File: config.mk
export PLATFORM = sky130hd
export DESIGN_NAME = motor_pwm_out_flat
export DESIGN_NICKNAME = d
export VERILOG_FILES = /design/src/rtl/motor_pkg.sv /design/src/rtl/motor_pwm_out_if.sv /design/src/rtl/motor_pwm_out_saturate.sv /design/src/rtl/motor_pwm_out.sv /design/src/flat_wrapper.sv
export SDC_FILE = /design/constraint.sdc
export NUM_CORES = 1
export LEC_CHECK = 0
export BUFFER_PORTS_ARGS = -buffer_cell sky130_fd_sc_hd__buf_2
export CORE_MARGIN = 10
export CORE_UTILIZATION = 27
export CTS_BUF_LIST = sky130_fd_sc_hd__clkbuf_8
export CTS_CLUSTER_SIZE = 24
export DETAILED_ROUTE_END_ITERATION = 8
export GPL_ROUTABILITY_DRIVEN = 0
export MAX_ROUTING_LAYER = met4
export SLEW_MARGIN = 25
export SYNTH_ARGS = -nofsm -noshare
export SYNTH_HDL_FRONTEND = slang
export SYNTH_SLANG_ARGS = --single-unit
File: constraint.sdc
create_clock -name clk -period 5.8 [get_ports clk]
set_clock_uncertainty 0.1 [all_clocks]
set_input_delay 0.29 -clock clk [delete_from_list [all_inputs] [get_ports clk]]
set_output_delay 0.29 -clock clk [all_outputs]
set_load 0.01 [all_outputs]
File: src/rtl/motor_pkg.sv
// Shared types and defaults for the motor control chain (encoder, PID and PWM stages).
package motor_pkg;

  localparam int CNT_W_DEF       = 12;
  localparam int SHIFT_DEF       = 8;
  localparam int DEAD_CYCLES_DEF = 64;

  typedef enum logic {
    RUN  = 1'b0,
    DEAD = 1'b1
  } pwm_state_t;

  // 33-bit magnitude so that -2^31 has a representable absolute value
  function automatic logic [32:0] abs33(input logic signed [31:0] v);
    logic signed [32:0] ext;
    ext = {v[31], v};
    return ext[32] ? $unsigned(-ext) : $unsigned(ext);
  endfunction

endpackage

File: src/rtl/motor_pwm_out_if.sv
// Control/status bundle between the PID stage and the PWM output stage.
interface motor_pwm_if
  import motor_pkg::*;
#(
  parameter int CNT_W = CNT_W_DEF
) ();

  logic                    enable;
  logic signed [31:0]      u_in;
  logic        [CNT_W-1:0] top;
  logic                    pwm_out;
  logic                    dir_out;
  logic        [CNT_W-1:0] duty_out;
  logic                    sat_out;
  logic                    period_start;

  modport master (
    output enable, u_in, top,
    input  pwm_out, dir_out, duty_out, sat_out, period_start
  );

  modport slave (
    input  enable, u_in, top,
    output pwm_out, dir_out, duty_out, sat_out, period_start
  );

endinterface

File: src/rtl/motor_pwm_out_saturate.sv
// Combinational scale / magnitude / clamp of the control effort against the PWM period.
module pwm_saturate
  import motor_pkg::*;
#(
  parameter int CNT_W = CNT_W_DEF,
  parameter int SHIFT = SHIFT_DEF
) (
  input  logic signed [31:0]      u_in,
  input  logic        [CNT_W-1:0] top,
  output logic        [CNT_W-1:0] duty_req,
  output logic                    dir_req,
  output logic                    sat_req
);

  logic signed [31:0] scaled;
  logic        [32:0] mag;
  logic        [32:0] top_ext;

  assign scaled   = u_in >>> SHIFT;
  assign mag      = abs33(scaled);
  assign top_ext  = 33'(top);
  assign sat_req  = mag > top_ext;
  assign dir_req  = scaled[31];
  assign duty_req = sat_req ? top : CNT_W'(mag);

endmodule

File: src/rtl/motor_pwm_out.sv
// PWM output stage: period counter, boundary-latched duty, and dead-time on direction reversal.
module motor_pwm_out
  import motor_pkg::*;
#(
  parameter int CNT_W       = CNT_W_DEF,
  parameter int SHIFT       = SHIFT_DEF,
  parameter int DEAD_CYCLES = DEAD_CYCLES_DEF
) (
  input  logic       clk,
  input  logic       reset,
  motor_pwm_if.slave bus
);

  localparam int                DEAD_W    = $clog2(DEAD_CYCLES + 1);
  localparam logic [DEAD_W-1:0] DEAD_LOAD = DEAD_W'(DEAD_CYCLES - 1);

  pwm_state_t        state, state_n;
  logic [CNT_W-1:0]  cnt, cnt_n;
  logic [CNT_W-1:0]  duty, duty_n;
  logic [DEAD_W-1:0] dead, dead_n;
  logic              dir, dir_n;
  logic              pend_dir, pend_dir_n;
  logic              sat, sat_n;
  logic              pwm, pwm_n;
  logic              start, start_n;

  logic [CNT_W-1:0]  duty_req;
  logic              dir_req;
  logic              sat_req;
  logic              boundary;

  pwm_saturate #(
    .CNT_W (CNT_W),
    .SHIFT (SHIFT)
  ) u_sat (
    .u_in     (bus.u_in),
    .top      (bus.top),
    .duty_req (duty_req),
    .dir_req  (dir_req),
    .sat_req  (sat_req)
  );

  // Using >= rather than == keeps the counter safe when top drops below cnt mid-period
  assign boundary = bus.enable && (cnt >= bus.top);

  always_ff @(posedge clk) begin
    if (reset) begin
      state    <= RUN;
      cnt      <= '0;
      duty     <= '0;
      dead     <= '0;
      dir      <= 1'b0;
      pend_dir <= 1'b0;
      sat      <= 1'b0;
      pwm      <= 1'b0;
      start    <= 1'b0;
    end else begin
      state    <= state_n;
      cnt      <= cnt_n;
      duty     <= duty_n;
      dead     <= dead_n;
      dir      <= dir_n;
      pend_dir <= pend_dir_n;
      sat      <= sat_n;
      pwm      <= pwm_n;
      start    <= start_n;
    end
  end

  always_comb begin
    state_n    = state;
    cnt_n      = cnt;
    duty_n     = duty;
    dead_n     = dead;
    dir_n      = dir;
    pend_dir_n = pend_dir;
    sat_n      = sat;
    pwm_n      = bus.enable && (state == RUN) && (cnt < duty);
    // While idle the counter sits at 0, so the first enabled cycle is a period start
    start_n    = boundary || !bus.enable;

    if (!bus.enable) begin
      state_n = RUN;
      cnt_n   = '0;
      duty_n  = '0;
      dead_n  = '0;
      sat_n   = 1'b0;
    end else begin
      cnt_n = (cnt >= bus.top) ? '0 : cnt + 1'b1;
      case (state)
        RUN: begin
          if (boundary) begin
            sat_n = sat_req;
            if (duty_req == '0) begin
              duty_n = '0;
            end else if (dir_req == dir) begin
              duty_n = duty_req;
            end else begin
              duty_n     = '0;
              pend_dir_n = dir_req;
              dead_n     = DEAD_LOAD;
              state_n    = DEAD;
            end
          end
        end
        DEAD: begin
          if (dead == '0) begin
            dir_n   = pend_dir;
            state_n = RUN;
          end else begin
            dead_n = dead - 1'b1;
          end
        end
        default: state_n = RUN;
      endcase
    end
  end

  assign bus.pwm_out      = pwm;
  assign bus.dir_out      = dir;
  assign bus.duty_out     = duty;
  assign bus.sat_out      = sat;
  assign bus.period_start = start && bus.enable;

  a_dead_duty_zero : assert property (@(posedge clk) disable iff (reset)
    (state == DEAD) |-> (duty == '0));

  a_idle_pwm_low : assert property (@(posedge clk) disable iff (reset)
    !bus.enable |=> !pwm);

endmodule

File: src/flat_wrapper.sv
// flat-port wrapper written by rule: the top's interface ports become plain ports
module motor_pwm_out_flat import motor_pkg::*;
#(
  parameter int CNT_W       = CNT_W_DEF,
  parameter int SHIFT       = SHIFT_DEF,
  parameter int DEAD_CYCLES = DEAD_CYCLES_DEF
)
  (clk, reset, bus_enable, bus_u_in, bus_top, bus_pwm_out, bus_dir_out, bus_duty_out, bus_sat_out, bus_period_start);
  motor_pwm_if #(.CNT_W(CNT_W)) bus_i ();
  input  logic clk;
  input  logic reset;
  input wire logic [$bits(bus_i.enable)-1:0] bus_enable;
  input wire logic [$bits(bus_i.u_in)-1:0] bus_u_in;
  input wire logic [$bits(bus_i.top)-1:0] bus_top;
  output wire logic [$bits(bus_i.pwm_out)-1:0] bus_pwm_out;
  output wire logic [$bits(bus_i.dir_out)-1:0] bus_dir_out;
  output wire logic [$bits(bus_i.duty_out)-1:0] bus_duty_out;
  output wire logic [$bits(bus_i.sat_out)-1:0] bus_sat_out;
  output wire logic [$bits(bus_i.period_start)-1:0] bus_period_start;
  assign bus_i.enable = bus_enable;
  assign bus_i.u_in = bus_u_in;
  assign bus_i.top = bus_top;
  assign bus_pwm_out = bus_i.pwm_out;
  assign bus_dir_out = bus_i.dir_out;
  assign bus_duty_out = bus_i.duty_out;
  assign bus_sat_out = bus_i.sat_out;
  assign bus_period_start = bus_i.period_start;
  motor_pwm_out #(.CNT_W(CNT_W), .SHIFT(SHIFT), .DEAD_CYCLES(DEAD_CYCLES)) u_core (.clk(clk), .reset(reset), .bus(bus_i));
endmodule
==> summary.md, run 1 <==
| Metric | Value |
|---|---|
| Root Driver | clkbuf_8 |
| Setup Buffers After CTS | 0 |
| Nets | 524 |
| Final Non-Filler Cells | 585 |
| Startpoint types | primary input |
| # hold bufs at CTS | 0 |
| Unrepaired setup endpoints after global routing | false |
| Fin. max-slew vios | 0 |
| Status | complete, no violations |
| P_leak | 1.567 nW |
| Largest net degree at the start of global routing | 30 |
| Final non-filler cell area | approximately 3700 um^2 |
| Gr ovfl total | 0 |
| Total Routed Length | 8779 um |
| R2r setup slk | ~2.8 ns |
| Crit-path max FO | 15 |
| H-tree level count | 2 |
| Port buffer count | 54 |
| Clock Path Buffers | 2 |
| Routed vias | 3023 |
| Die Wd | 130.1 um |
| Residual DRC count | 0 |
| P&R area growth vs syn | 14.18% |
| Filler cells | 1268 |
| Final Hold Viols | 0 |
| Die H | 130.1 um |
| Syn avg cell area | 8.439 um^2 |
| Final setup fails | 0 |
| Post-synthesis sequential area ratio | 0.2262 |
| R2R Path End | u_core.dead[1] |
| Clock sink count | 37 |
| Cell row count | 40 |
| Clock slew at reported path FFs | 0.07 ns |
| Highest clock rate | 0.2323 GHz |
| Min Tclk post-route | ~4.3 ns |
| Iter 0 DRT Violations | 187 |
| Critical path data arrival time | 4.38 ns |
| Drt first pass iters | 4 |
| Worst slew pin tran | 0.9574 ns |
| Synth cell types | 60 |
| Min-delay worst type | primary input to flop |
| Layout cells sized above 1 | 0.1895 |
| EDFF count, synth | 0 |
| Storage cell area | 740.7 um^2 |
| Clk_lat worst skew | ~0.28 ns |
| Syn nets | 474 |
| Synth Flop Type | dfxtp_1 |
| Placed Area | approximately 3700 um^2 |
| Cell area after synthesis | between 3000 and 4000 um^2 |
| Vias in the first global route | 2996 |
| Area of the multi-input gates | 2326 um^2 |
| Synthesis Warnings | 0 |
| Critical R2R Launch | u_core.cnt[0] |
| # diodes | 0 |
| Resized Gates After CTS | 0 |
| Initial antenna violation count | 0 |
| Commonest cells after routing, fill and taps aside | buf_2 (54), nor2_1 (46), ha_1 (39), dfxtp_1 (37), inv_1 (34) |
| Async SR Flop Fraction | 0 |
| Crit path kind | primary input to flop |
| First-pass GRT wire length | 14790 um |
| Drt via density | 5.168 |
| Core area | 11960 um^2 |
| CP endpoint kind | flop |
| Final period util | 0.7421 |
| Dpl cells | 578 |
| Detailed Place HPWL | 7215 um |
| Initial core utilization | 0.2737 |
| GRT Overall Usage | 0.1091 |
| Maximum vdd drop | 0.08804 mV |
| Routed len/inst | 15.01 um |
| CP required | a little under 6 ns |
| Commonest non-fill, non-tap cell in the layout | buf_2 |
| CP endpoint | u_core.dead[1] |
| Maxcap violations | 0 |
| Fin Setup TNS | 0 ns |
| Seq cells post-synth | 37 |
| CTS tree | yes |
| Worst slew margin | 0.3617 |
| CTS Buf Count | 5 |
| Cells on worst reg2reg path | 11 |
| Crit path launch | bus_u_in[8] |
| Cell area power density | 149.0 nW/um^2 |
| Post-route ant nets | 0 |
| I/O Pins | between 60 and 70 |
| Mapped Cells | between 300 and 400 |
| Die Footprint | between 15000 and 20000 um^2 |
## critical path, stage by stage
cell and delay [ns]:
buf_2 0.14, inv_1 0.09, ha_1 0.23, or4b_4 0.52
o41ai_1 0.33, xnor2_1 0.18, ha_1 0.36, nand4_1 0.13
o31a_1 0.28, a2111oi_0 0.36, o2111ai_1 0.17, and4bb_1 0.30
buf_4 0.27, mux2i_4 0.41, nand2_1 0.12, o21a_1 0.19
## synth_stat cells, types with 3 or more instances
library cell  number  area, um^2
nor2b_1            3       18.77
nand3_1           11       55.05
and3_1             4       25.02
nor4_1             7       43.79
nand4_1           14       87.58
xnor2_1           19       166.4
nand3b_1           3       22.52
nand2_1           16       60.06
inv_1             33       123.9
o31ai_1            4       30.03
nor2_1            46       172.7
mux2_4             9       135.1
a21oi_1           16       80.08
buf_6              3       33.78
ha_1              39       488.0
mux2_2             4       45.04
or3_1              4       25.02
a31oi_1            3       18.77
a32oi_1           12       105.1
a21o_1            10       75.07
nor3_1             9       45.04
xor2_1            10       87.58
nand2b_1           6       37.54
o21ai_0           11       55.05
mux2i_1            3       30.03
o41ai_1            4       35.03
dfxtp_1           37       740.7
clkbuf_1           8       30.03
## sequential cells by signal (all words and copies together) (netlist names)
signal,flops
u_core.bus.duty_out,12
u_core.bus.dir_out,1
u_core.dead,7
u_core.state,1
u_core.cnt,12
u_core.bus.pwm_out,1
u_core.pend_dir,1
u_core.bus.sat_out,1
u_core.start,1
## routing by layer
layer	global-route usage	vias to the layer above	part of all wire
met5	-	-	0
met4	0.02116	0	0.0095
met1	0.1387	1421	0.47
met3	0.01907	9	0.043
met2	0.1781	65	0.48
li1	-	1528	-
## power by group
group | total (mW) | internal (mW) | switching [mW] | leakage (nW)
clock network | 0.182 | 0.0926 | 0.0891 | 0.0485
registers | 0.256 | 0.255 | 0.00113 | 0.298
logic | 0.119 | 0.0497 | 0.0695 | 1.22
## through the flow
stage	hold WS, ns	utilization	power, mW	worst slack [ns]
3_5_place_dp	0.3769	0.3053	0.3799	1.223
2_1_floorplan	0.2624	-	0.3377	1.878
6_report	0.1066	0.3126	0.5571	1.496
4_1_cts	0.09576	0.3126	0.5609	1.492
3_3_place_gp	0.3530	0.3053	0.3769	1.312
5_1_grt	0.1005	0.3126	0.5904	1.261
## worst min-delay path by stage
stage / from / end / slack [ns] / cells after the start
CTS: reset / u_core.bus.dir_out / 0.1 / 2
global placement: u_core.dead[1] / u_core.dead[1] / 0.35 / 1
detailed placement: u_core.dead[1] / u_core.dead[1] / 0.38 / 1
finish: reset / u_core.bus.dir_out / 0.11 / 2
floorplan: reset / u_core.bus.dir_out / 0.26 / 1
global route: reset / u_core.pend_dir / 0.10 / 2
## area by class of cell
cell class | instances | area share
Clock buffer | 6 | 0.02209
Clock inverter | 1 | 0.001004
Inverter | 33 | 0.03313
Multi-Input combinational cell | 306 | 0.6222
Sequential cell | 37 | 0.1981
Tap cell | 147 | 0.04920
Timing Repair Buffer | 55 | 0.07430
## kinds of logic (layout without fill, tap and decap cells)
family	after synthesis	in the layout	share of synthesized area
multiplexers	18	18	0.07451
buffers and inverters	45	95	0.06343
AO/OA/AOI/OAI	82	82	0.1857
flip-flops	37	37	0.2262
adder cells (fa/ha/maj)	39	39	0.1490
AND/OR/NAND/NOR	138	138	0.2235
XOR/XNOR	29	29	0.07757
Note: power is estimated with default switching activity, not from simulation.
==> run 2, diff against run 1 <==
Clock period 5.8 ns to 3.65 ns, I/O delays scaled along.
==> run 2 against run 1 <==
  * Non-clock buffer count up 54
  * Sequential cell count is the same
  * Worst setup slack got worse by 1.4 ns
  * Highest routed layer unchanged
  * Die area unchanged
  * Critical path depth up 7
  * Core utilization up 5.1 points
==> summary.md, run 2 (synthesis results as in run 1) <==
| Metric | Value |
|---|---|
| Final Hold Viols | 0 (unchanged) |
| Fin worst setup slack | 0.06569 ns (was 1.496 ns) |
| Clock sink count | 37 (unchanged) |
| Worst Path Buf+Inv | 13 (was 3) |
| Worst Hold Path Cells | 4 (was 2) |
| Largest net degree at the start of global routing | 24 (was 30) |
| Crit-path max FO | 5 (was 15) |
| CP required | 3.73 ns (was 5.88 ns) |
| CTS Buf Count | 5 (unchanged) |
| Filler cells | 1200 (was 1268) |
| Gr ovfl total | 0 (unchanged) |
| Clock slew at reported path FFs | 0.07 ns (about the same) |
| P_leak | 1.876 nW (was 1.567 nW) |
| First-pass GRT wire length | 15970 um (was 14790 um) |
| Port buffer count | 54 (unchanged) |
| Die H | 130.1 um (unchanged) |
| Drt first pass iters | 4 (unchanged) |
| Critical R2R Launch | u_core.cnt[0] (unchanged) |
| Iter 0 DRT Violations | 162 (was 187) |
| R2R Path End | u_core.dead[1] (unchanged) |
| Routed len/inst | 15.15 um (was 15.01 um) |
| GRT Overall Usage | 0.1179 (was 0.1091) |
| Min Tclk post-route | roughly 3.6 ns |
| Status | complete, no violations (unchanged) |
| Die Footprint | 16930 um^2 (unchanged) |
| Detailed Place HPWL | 7751 um (was 7215 um) |
| Highest clock rate | ~0.28 GHz |
| Layout cells sized above 1 | 0.3124 (was 0.1895) |
| Post-route ant nets | 0 (unchanged) |
| Drt via density | 5.102 (was 5.168) |
| Cells on worst reg2reg path | 11 (unchanged) |
| Initial core utilization | 0.2737 (unchanged) |
| Clk_lat worst skew | 0.28 ns (about the same) |
| Hold EP | u_core.start (was u_core.bus.dir_out) |
| Vias in the first global route | 3322 (was 2996) |
| Critical path data arrival time | 3.66 ns (was 4.38 ns) |
| Crit path cell chain | buf_12 > inv_12 > ha_4 > or4b_4 > o41ai_4 > xnor2_1 > buf_4 > buf_4 > buf_4 > buf_4 > buf_4 > buf_4 > buf_4 > buf_4 > buf_4 > buf_4 > buf_4 > nor2_4 > nand3_2 > and3b_2 > mux2i_4 > nand2_1 > o21a_1 (was buf_2 > inv_1 > ha_1 > or4b_4 > o41ai_1 > xnor2_1 > ha_1 > nand4_1 > o31a_1 > a2111oi_0 > o2111ai_1 > and4bb_1 > buf_4 > mux2i_4 > nand2_1 > o21a_1) |
| Slowest stage delay, CP | 0.49 ns (was 0.52 ns) |
| Fin. max-slew vios | 0 (unchanged) |
| P&R area growth vs syn | 32.98% (was 14.18%) |
| Setup WS pre-CTS | -0.3675 ns (was 1.223 ns) |
| Nets | 579 (was 524) |
| # diodes | 0 (unchanged) |
| Cell area power density | 220.3 nW/um^2 (was 149.0 nW/um^2) |
| Final setup fails | 0 (unchanged) |
| Min-delay worst type | primary input to flop (unchanged) |
| Startpoint types | primary input (unchanged) |
| R2r setup slk | 0.67 ns (was 2.77 ns) |
| Min-delay src | bus_enable (was reset) |
| Die Wd | 130.1 um (unchanged) |
| Hold slack | 0.1728 ns (was 0.1066 ns) |
| Initial antenna violation count | 0 (unchanged) |
| Crit path depth | 23 (was 16) |
| Total Routed Length | 9696 um (was 8779 um) |
| Root Driver | clkbuf_8 (unchanged) |
| Final period util | 0.9820 |
| CP endpoint kind | flop (unchanged) |
| Maximum vdd drop | 0.1748 mV (was 0.08804 mV) |
| H-tree level count | 2 (unchanged) |
| Clock Path Buffers | 2 (unchanged) |
| Core area | 11960 um^2 (unchanged) |
| I/O Pins | 63 (unchanged) |
| Commonest cells after routing, fill and taps aside | buf_2 (52), buf_4 (50), nor2_1 (45), ha_1 (38), dfxtp_1 (37) (was buf_2 (54), nor2_1 (46), ha_1 (39), dfxtp_1 (37), inv_1 (34)) |
| Maxcap violations | 0 (unchanged) |
| CTS tree | yes (unchanged) |
| Most common cell on crit path | buf_4 (was ha_1) |
| Commonest non-fill, non-tap cell in the layout | buf_2 (unchanged) |
| Delay-heaviest family, CP | buffers and inverters (was compound AO/OA/AOI/OAI gates) |
| Worst slew pin tran | 0.8685 ns (was 0.9574 ns) |
| Routed vias | 3265 (was 3023) |
| Unrepaired setup endpoints after global routing | true (was false) |
| Residual DRC count | 0 (unchanged) |
| Worst slew margin | 0.4210 (was 0.3617) |
| CP max-delay cell | or4b_4 (unchanged) |
| Crit path kind | primary input to flop (unchanged) |
| Cell row count | 40 (unchanged) |
-- run 2: changes by cell type in the layout (fill, tap and decap cells not counted), sizes merged --
cell,previous run,this run
buf,55,108
clkinv,0,1
mux2,14,15
dlygate4sd3,0,1
inv,34,33
-- run 2: how the worst max path moves through the flow --
stage,from,endpoint,slack (ns)
2_1_floorplan,bus_u_in[9],u_core.bus.duty_out[2],-0.03
3_3_place_gp,bus_u_in[9],u_core.bus.duty_out[2],-0.30
3_5_place_dp,bus_u_in[9],u_core.bus.duty_out[4],-0.37
4_1_cts,bus_u_in[9],u_core.bus.duty_out[3],0.001
5_1_grt,bus_u_in[9],u_core.bus.duty_out[6],-0.07
6_report,bus_u_in[9],u_core.dead[1],0.07
-- run 2: stage by stage --
stage	instances	utilization	area [um^2]	setup TNS [ns]	total power, mW
6_report	640	0.3640	4354	0	0.9591
3_3_place_gp	616	0.3339	3994	-4.744	0.6417
3_5_place_dp	616	0.3339	3994	-6.234	0.6474
2_1_floorplan	388	-	3318	-0.1542	0.5411
5_1_grt	640	0.3640	4354	-0.8087	1.013
4_1_cts	638	0.3555	4253	0	0.9515
-- run 2: layout make-up --
class / count / area [um^2] / area share
Timing Repair Buffer: 109 / 755.7 / 0.1736
Clock inverter: 1 / 3.754 / 0.0008621
Clock buffer: 6 / 82.58 / 0.01897
Multi-Input combinational cell: 307 / 2446 / 0.5618
Tap cell: 147 / 183.9 / 0.04224
Sequential cell: 37 / 740.7 / 0.1701
Inverter: 33 / 141.4 / 0.03247
-- run 2: power by group --
| group | leakage [nW] | switching (mW) | internal [mW] | total [mW] |
|---|---|---|---|---|
| logic | 1.53 | 0.138 | 0.132 | 0.270 |
| clock network | 0.0485 | 0.135 | 0.147 | 0.282 |
| registers | 0.298 | 0.00184 | 0.405 | 0.407 |
-- run 2: layer usage --
metal | GRT usage | share of wire
met5 | - | 0
met4 | 0.03042 | 0.023
met3 | 0.01663 | 0.025
met2 | 0.1990 | 0.49
met1 | 0.1443 | 0.47
-- run 2: repair_timing --
| action | CTS | global route |
|---|---|---|
| hold endpoints to repair | 3 | 0 |
| gates resized for setup | 7 | 20 |
| setup buffers | 12 | 2 |
| pin swaps | 8 | 9 |
| hold buffers | 1 | 0 |
| endpoints found under the setup margin | 11 | 21 |
| cloned | 2 | 0 |
-- run 2: worst min-delay path, cell delays in order --
cell    delay [ns]
buf_2         0.12
inv_1         0.09
nor2_1        0.06
nor2_1        0.07
